$ cat config.mk
export PLATFORM = sky130hd
export DESIGN_NAME = fetch_seq_flat
export DESIGN_NICKNAME = d
export VERILOG_FILES = /design/src/rtl/fetch_seq_if.sv /design/src/rtl/fetch_seq.sv /design/src/flat_wrapper.sv
export SDC_FILE = /design/constraint.sdc
export NUM_CORES = 1
export LEC_CHECK = 0
export ABC_AREA = 1
export BUFFER_PORTS_ARGS = -buffer_cell sky130_fd_sc_hd__buf_4
export CAP_MARGIN = 30
export CORE_AREA = 2 2 128 130
export CTS_CLUSTER_SIZE = 40
export DETAILED_ROUTE_END_ITERATION = 12
export DIE_AREA = 0 0 130 132
export GPL_TIMING_DRIVEN = 1
export PLACE_DENSITY = 0.66
export RECOVER_POWER = 25
export SKIP_CTS_REPAIR_TIMING = 1
export SLEW_MARGIN = 20
export SYNTH_ARGS = -nofsm -noshare
export SYNTH_HDL_FRONTEND = slang
export SYNTH_SLANG_ARGS = --single-unit
$ cat constraint.sdc
create_clock -name clk_i -period 1.7 [get_ports clk_i]
set_clock_uncertainty 0.05 [all_clocks]
set_input_delay 0 -clock clk_i [delete_from_list [all_inputs] [get_ports clk_i]]
set_output_delay 0 -clock clk_i [all_outputs]
set_load 0.05 [all_outputs]
$ cat src/rtl/fetch_seq_if.sv
// Fetch sequencer bus bundle: PC generator, pipeline redirect, instruction memory and status.
// Trap signals exist only when FETCH_SEQ_TRAP_EN is defined.
interface fetch_seq_if;
   logic [31:0] pc_i;
   logic        pcStall_o;
   logic        pcBr_o;
   logic [31:0] pcBrPC_o;
   logic [31:0] pcOffset_o;
   logic        hazardStall_i;
   logic        brTaken_i;
   logic [31:0] brPC_i;
   logic [31:0] brOffset_i;
`ifdef FETCH_SEQ_TRAP_EN
   logic        trap_i;
   logic [31:0] trapVec_i;
`endif
   logic        imemReq_o;
   logic [31:0] imemAddr_o;
   logic        imemAck_i;
   logic        flush_o;
   logic        timeout_o;

   modport master (
      input  pc_i, hazardStall_i, brTaken_i, brPC_i, brOffset_i, imemAck_i,
`ifdef FETCH_SEQ_TRAP_EN
      input  trap_i, trapVec_i,
`endif
      output pcStall_o, pcBr_o, pcBrPC_o, pcOffset_o, imemReq_o, imemAddr_o,
      output flush_o, timeout_o
   );

   modport slave (
      output pc_i, hazardStall_i, brTaken_i, brPC_i, brOffset_i, imemAck_i,
`ifdef FETCH_SEQ_TRAP_EN
      output trap_i, trapVec_i,
`endif
      input  pcStall_o, pcBr_o, pcBrPC_o, pcOffset_o, imemReq_o, imemAddr_o,
      input  flush_o, timeout_o
   );
endinterface

$ cat src/rtl/fetch_seq.sv
// Instruction fetch sequencer: IDLE/FETCH/PEND FSM with deferred redirects and a sticky wait timeout.
// Optional trap redirects are enabled by defining FETCH_SEQ_TRAP_EN.
module fetch_seq (
   input  logic       clk_i,
   input  logic       rst_i,
   fetch_seq_if.master bus
);
   typedef enum logic [1:0] {IDLE, FETCH, PEND} state_t;

   state_t      state_q, state_d;
   logic [31:0] pend_pc_q, pend_pc_d;
   logic [31:0] pend_off_q, pend_off_d;
   logic [4:0]  wait_cnt_q, wait_cnt_d;
   logic        timeout_q, timeout_d;
`ifdef FETCH_SEQ_TRAP_EN
   logic        pend_trap_q, pend_trap_d;
   logic        new_trap, mrg_trap;
`endif

   logic        redir, take_new;
   logic [31:0] new_pc, new_off, mrg_pc, mrg_off;

   logic        req, stall, br, flush;
   logic [31:0] addr, br_pc, br_off;

   // New redirect target, and the pending target after merging with it.
   always_comb begin
`ifdef FETCH_SEQ_TRAP_EN
      redir    = bus.trap_i | bus.brTaken_i;
      new_trap = bus.trap_i;
      new_pc   = bus.trap_i ? bus.trapVec_i : bus.brPC_i;
      new_off  = bus.trap_i ? '0 : bus.brOffset_i;
      take_new = redir && !(pend_trap_q && !bus.trap_i);
      mrg_trap = take_new ? new_trap : pend_trap_q;
`else
      redir    = bus.brTaken_i;
      new_pc   = bus.brPC_i;
      new_off  = bus.brOffset_i;
      take_new = redir;
`endif
      mrg_pc  = take_new ? new_pc  : pend_pc_q;
      mrg_off = take_new ? new_off : pend_off_q;
   end

   always_comb begin
      state_d    = state_q;
      pend_pc_d  = pend_pc_q;
      pend_off_d = pend_off_q;
`ifdef FETCH_SEQ_TRAP_EN
      pend_trap_d = pend_trap_q;
`endif
      req    = 1'b0;
      addr   = '0;
      stall  = 1'b1;
      br     = 1'b0;
      br_pc  = '0;
      br_off = '0;
      flush  = 1'b0;

      case (state_q)
         IDLE: state_d = FETCH;
         FETCH: begin
            req  = 1'b1;
            addr = bus.pc_i;
            if (redir && bus.imemAck_i) begin
               br     = 1'b1;
               stall  = 1'b0;
               flush  = 1'b1;
               br_pc  = new_pc;
               br_off = new_off;
            end else if (redir) begin
               pend_pc_d  = new_pc;
               pend_off_d = new_off;
`ifdef FETCH_SEQ_TRAP_EN
               pend_trap_d = new_trap;
`endif
               state_d = PEND;
            end else begin
               stall = !bus.imemAck_i | bus.hazardStall_i;
            end
         end
         PEND: begin
            req  = 1'b1;
            addr = bus.pc_i;
            if (bus.imemAck_i) begin
               br         = 1'b1;
               stall      = 1'b0;
               flush      = 1'b1;
               br_pc      = mrg_pc;
               br_off     = mrg_off;
               pend_pc_d  = '0;
               pend_off_d = '0;
`ifdef FETCH_SEQ_TRAP_EN
               pend_trap_d = 1'b0;
`endif
               state_d = FETCH;
            end else begin
               pend_pc_d  = mrg_pc;
               pend_off_d = mrg_off;
`ifdef FETCH_SEQ_TRAP_EN
               pend_trap_d = mrg_trap;
`endif
            end
         end
         default: state_d = IDLE;
      endcase

      // IDLE always leads into FETCH, so clearing here covers the entry case.
      if (state_q == IDLE || bus.imemAck_i)
         wait_cnt_d = '0;
      else if (wait_cnt_q != 5'd31)
         wait_cnt_d = wait_cnt_q + 5'd1;
      else
         wait_cnt_d = wait_cnt_q;
      timeout_d = timeout_q | (wait_cnt_d == 5'd16);
   end

   always_ff @(posedge clk_i) begin
      if (rst_i) begin
         state_q    <= IDLE;
         pend_pc_q  <= '0;
         pend_off_q <= '0;
         wait_cnt_q <= '0;
         timeout_q  <= 1'b0;
`ifdef FETCH_SEQ_TRAP_EN
         pend_trap_q <= 1'b0;
`endif
      end else begin
         state_q    <= state_d;
         pend_pc_q  <= pend_pc_d;
         pend_off_q <= pend_off_d;
         wait_cnt_q <= wait_cnt_d;
         timeout_q  <= timeout_d;
`ifdef FETCH_SEQ_TRAP_EN
         pend_trap_q <= pend_trap_d;
`endif
      end
   end

   assign bus.imemReq_o  = req;
   assign bus.imemAddr_o = addr;
   assign bus.pcStall_o  = stall;
   assign bus.pcBr_o     = br;
   assign bus.pcBrPC_o   = br_pc;
   assign bus.pcOffset_o = br_off;
   assign bus.flush_o    = flush;
   assign bus.timeout_o  = timeout_q;
endmodule
$ cat src/flat_wrapper.sv
// flat-port wrapper written by rule: the top's interface ports become plain ports
module fetch_seq_flat 
  (clk_i, rst_i, bus_pc_i, bus_hazardStall_i, bus_brTaken_i, bus_brPC_i, bus_brOffset_i, bus_imemAck_i, bus_pcStall_o, bus_pcBr_o, bus_pcBrPC_o, bus_pcOffset_o, bus_imemReq_o, bus_imemAddr_o, bus_flush_o, bus_timeout_o);
  fetch_seq_if bus_i ();
  input  logic clk_i;
  input  logic rst_i;
  input wire logic [$bits(bus_i.pc_i)-1:0] bus_pc_i;
  input wire logic [$bits(bus_i.hazardStall_i)-1:0] bus_hazardStall_i;
  input wire logic [$bits(bus_i.brTaken_i)-1:0] bus_brTaken_i;
  input wire logic [$bits(bus_i.brPC_i)-1:0] bus_brPC_i;
  input wire logic [$bits(bus_i.brOffset_i)-1:0] bus_brOffset_i;
  input wire logic [$bits(bus_i.imemAck_i)-1:0] bus_imemAck_i;
  output wire logic [$bits(bus_i.pcStall_o)-1:0] bus_pcStall_o;
  output wire logic [$bits(bus_i.pcBr_o)-1:0] bus_pcBr_o;
  output wire logic [$bits(bus_i.pcBrPC_o)-1:0] bus_pcBrPC_o;
  output wire logic [$bits(bus_i.pcOffset_o)-1:0] bus_pcOffset_o;
  output wire logic [$bits(bus_i.imemReq_o)-1:0] bus_imemReq_o;
  output wire logic [$bits(bus_i.imemAddr_o)-1:0] bus_imemAddr_o;
  output wire logic [$bits(bus_i.flush_o)-1:0] bus_flush_o;
  output wire logic [$bits(bus_i.timeout_o)-1:0] bus_timeout_o;
  assign bus_i.pc_i = bus_pc_i;
  assign bus_i.hazardStall_i = bus_hazardStall_i;
  assign bus_i.brTaken_i = bus_brTaken_i;
  assign bus_i.brPC_i = bus_brPC_i;
  assign bus_i.brOffset_i = bus_brOffset_i;
  assign bus_i.imemAck_i = bus_imemAck_i;
  assign bus_pcStall_o = bus_i.pcStall_o;
  assign bus_pcBr_o = bus_i.pcBr_o;
  assign bus_pcBrPC_o = bus_i.pcBrPC_o;
  assign bus_pcOffset_o = bus_i.pcOffset_o;
  assign bus_imemReq_o = bus_i.imemReq_o;
  assign bus_imemAddr_o = bus_i.imemAddr_o;
  assign bus_flush_o = bus_i.flush_o;
  assign bus_timeout_o = bus_i.timeout_o;
  fetch_seq u_core (.clk_i(clk_i), .rst_i(rst_i), .bus(bus_i));
endmodule
==> flow_metrics.env <==
export IMPL_grt_max_degree=48
export IMPL_cp_required_ps=1650
export IMPL_pre_cts_ws_ps=16.14
export IMPL_ant_nets=0
export IMPL_synth_area_um2=4656
export IMPL_drc=0
export IMPL_synth_edf_count=0
export IMPL_syn_nets=920
export IMPL_ir_drop_v=0.001214
export IMPL_grt_usage_pct=17.55
export IMPL_die_h_um=132
export IMPL_cts_buffers=9
export IMPL_async_reset_ff_share_pct=0
export IMPL_synthMuxAreaShare_pct=0
export IMPL_placement_rows=46
export IMPL_die_w_um=130
export IMPL_finalHoldViolCount=2
export IMPL_start_util_pct=29.63
export IMPL_ys_ff_latch=72
export IMPL_cts_root_buffer="clkbuf_16"
export IMPL_drive_gt1_share_pct=38.20
export IMPL_portBuffers=201
export IMPL_cts_buffer_depth=2
export IMPL_yosysWarnings=0
export IMPL_cp_arrival_ps=1760
export IMPL_grt_pass1_wl_um=24930
export IMPL_maxCapViolCount=0
export IMPL_grt_ovfl_total=0
export IMPL_synth_compound_area_share_pct=16.45
export IMPL_n_antenna_cell=0
export IMPL_pin_count=202
export IMPL_synth_top_family_by_area="simple AND/OR/NAND/NOR gates"
export IMPL_synth_cell_types=21
export IMPL_utilization_pct=54.05
export IMPL_synth_fa_ha_area_share_pct=1.344
export IMPL_fillerInstances=1502
export IMPL_core_um2=15710
export IMPL_status="finished, violations left"
export IMPL_synth_simple_area_share_pct=40.96
export IMPL_dp_hpwl_um=10940
export IMPL_syn_avg_cell_area_um2=5.720
export IMPL_fin_ws_ps=-109.1
export IMPL_p_leak_nw=3.668
export IMPL_crit_path_max_fanout=12
export IMPL_powerDensity_nw_per_um2=1605
export IMPL_syn2layout_area_growth_pct=82.42
export IMPL_criticalPathCategory="register to output port"
export IMPL_path_clk_slew_ps=50
export IMPL_fmax_mhz=552.8
export IMPL_wl_per_cell_um=14.98
export IMPL_maxSlewViolCount=0
export IMPL_violations="negative hold slack, negative setup slack"
export IMPL_antenna_found_initial=0
export IMPL_place_congestion=0.8278
export IMPL_synth_xor_area_share_pct=0
export IMPL_synthCells=814
export IMPL_slew_headroom_pct=59.50
export IMPL_clk_latency_ps=320
export IMPL_h_tree_depth=3
export IMPL_setup_violations_final=79
export IMPL_holdWs_ps=-0.2569
export IMPL_period_share_pct=106.4
export IMPL_synth_flop_cell="dfxtp_1"
export IMPL_design_die_area_um2=17160
export IMPL_worstSetupEndpointType="output port"
export IMPL_nNetsFinal=1116
export IMPL_layout_common_cells="376 x nand2_1, 123 x buf_4, 70 x buf_6, 70 x dfxtp_1, 53 x a21oi_4"
export IMPL_ys_seq_area_share_pct=30.96
export IMPL_viasPerCell=4.796
export IMPL_worstMarginPinSlew_ps=610.1
export IMPL_rsz0062_at_grt="true"
export IMPL_grt_pass1_vias=5143
export IMPL_hold_class="input port to register"
export IMPL_final_common_cell="nand2_1"
export IMPL_first_iter_violations=398
export IMPL_start_kind="register"
export IMPL_num_vias=5894
export IMPL_wl_um=18410
export IMPL_fin_crit_ps=1809
export IMPL_drt_first_pass_iters=4
export IMPL_clkSinkCount=72
export IMPL_cts_tree="yes"
worst paths after layout:
| kind | from | endpoint | slack, ps | cells past startpoint |
|---|---|---|---|---|
| hold / removal | bus_brOffset_i[28] | u_core.pend_off_q[28] | -0.3 | 5 |
| setup / recovery | u_core.state_q[1] | bus_flush_o | -110 | 7 |
| setup reg to reg | u_core.state_q[1] | u_core.pend_pc_q[2] | 100 | 8 |
| hold reg to reg | u_core.pend_off_q[17] | u_core.pend_off_q[17] | 410 | 2 |
sequential cells by signal, indices dropped and copies added (netlist names):
signal                flops
u_core.pend_off_q        32
u_core.state_q            2
u_core.pend_pc_q         32
u_core.bus.timeout_o      1
u_core.wait_cnt_q         5
synth_stat cells (all sizes together), types with 3 or more instances:
master | count | area (um2)
a21oi | 104 | 520.5
o21ai | 4 | 20.02
nor2 | 42 | 162.6
nand3 | 39 | 200.2
nand2 | 404 | 1519
clkbuf | 20 | 75.07
nand4 | 3 | 18.77
buf | 41 | 220.2
dfxtp | 72 | 1441
inv | 49 | 183.9
ha | 5 | 62.56
a22oi | 28 | 210.2
final cells by class:
| type | instances | area, um2 | area share [%] |
|---|---|---|---|
| clock buffers | 11 | 252.7 | 2.976 |
| clock inverters | 3 | 42.54 | 0.5009 |
| inverters | 49 | 224.0 | 2.637 |
| multi-input cells | 632 | 3568 | 42.02 |
| flip-flops and latches | 72 | 1449 | 17.06 |
| well taps | 216 | 270.3 | 3.182 |
| repair buffers | 246 | 2686 | 31.63 |
where the power goes:
group          total (mW)  switching (mW)  internal (mW)
logic                9.53            5.99           3.54
registers            2.22           0.186           2.03
clock network        1.88           0.685           1.20
metal layers:
layer  routed length (um)  track usage, %  up-vias
met5                    0               0        -
met4                  266           5.078        0
met3                  749           2.638       16
met2                 9416           30.80      151
met1                 7979           22.03     2750
li1                     -               -     2977
per-stage QoR:
| stage | std cells | TNS [ps] | area, um2 | power, mW |
|---|---|---|---|---|
| 4_1_cts | 1208 | -18910 | 7406 | 11.46 |
| 3_3_place_gp | 1194 | 0 | 7111 | 9.485 |
| 2_1_floorplan | 814 | -9.756 | 5409 | 7.860 |
| 3_5_place_dp | 1194 | 0 | 7111 | 9.540 |
| 5_1_grt | 1229 | -10680 | 8493 | 14.28 |
| 6_report | 1229 | -5158 | 8493 | 13.63 |
critical path, cell delays in order (launching register included):
cell and delay, ps:
dfxtp_4 360, inv_4 40, buf_6 110, ha_4 320
inv_8 100, buf_16 180, nor2_4 110, buf_4 210
logic make-up (layout without fill, tap and decap cells):
group                      after synthesis  count (layout)
and+or+nand+nor                        489             489
DFF                                     72              72
adders and majority gates                5               5
AOI/OAI and AO/OA                      138             138
buffers and inverters                  110             309
No activity file was read; power rests on OpenSTA's default activity.
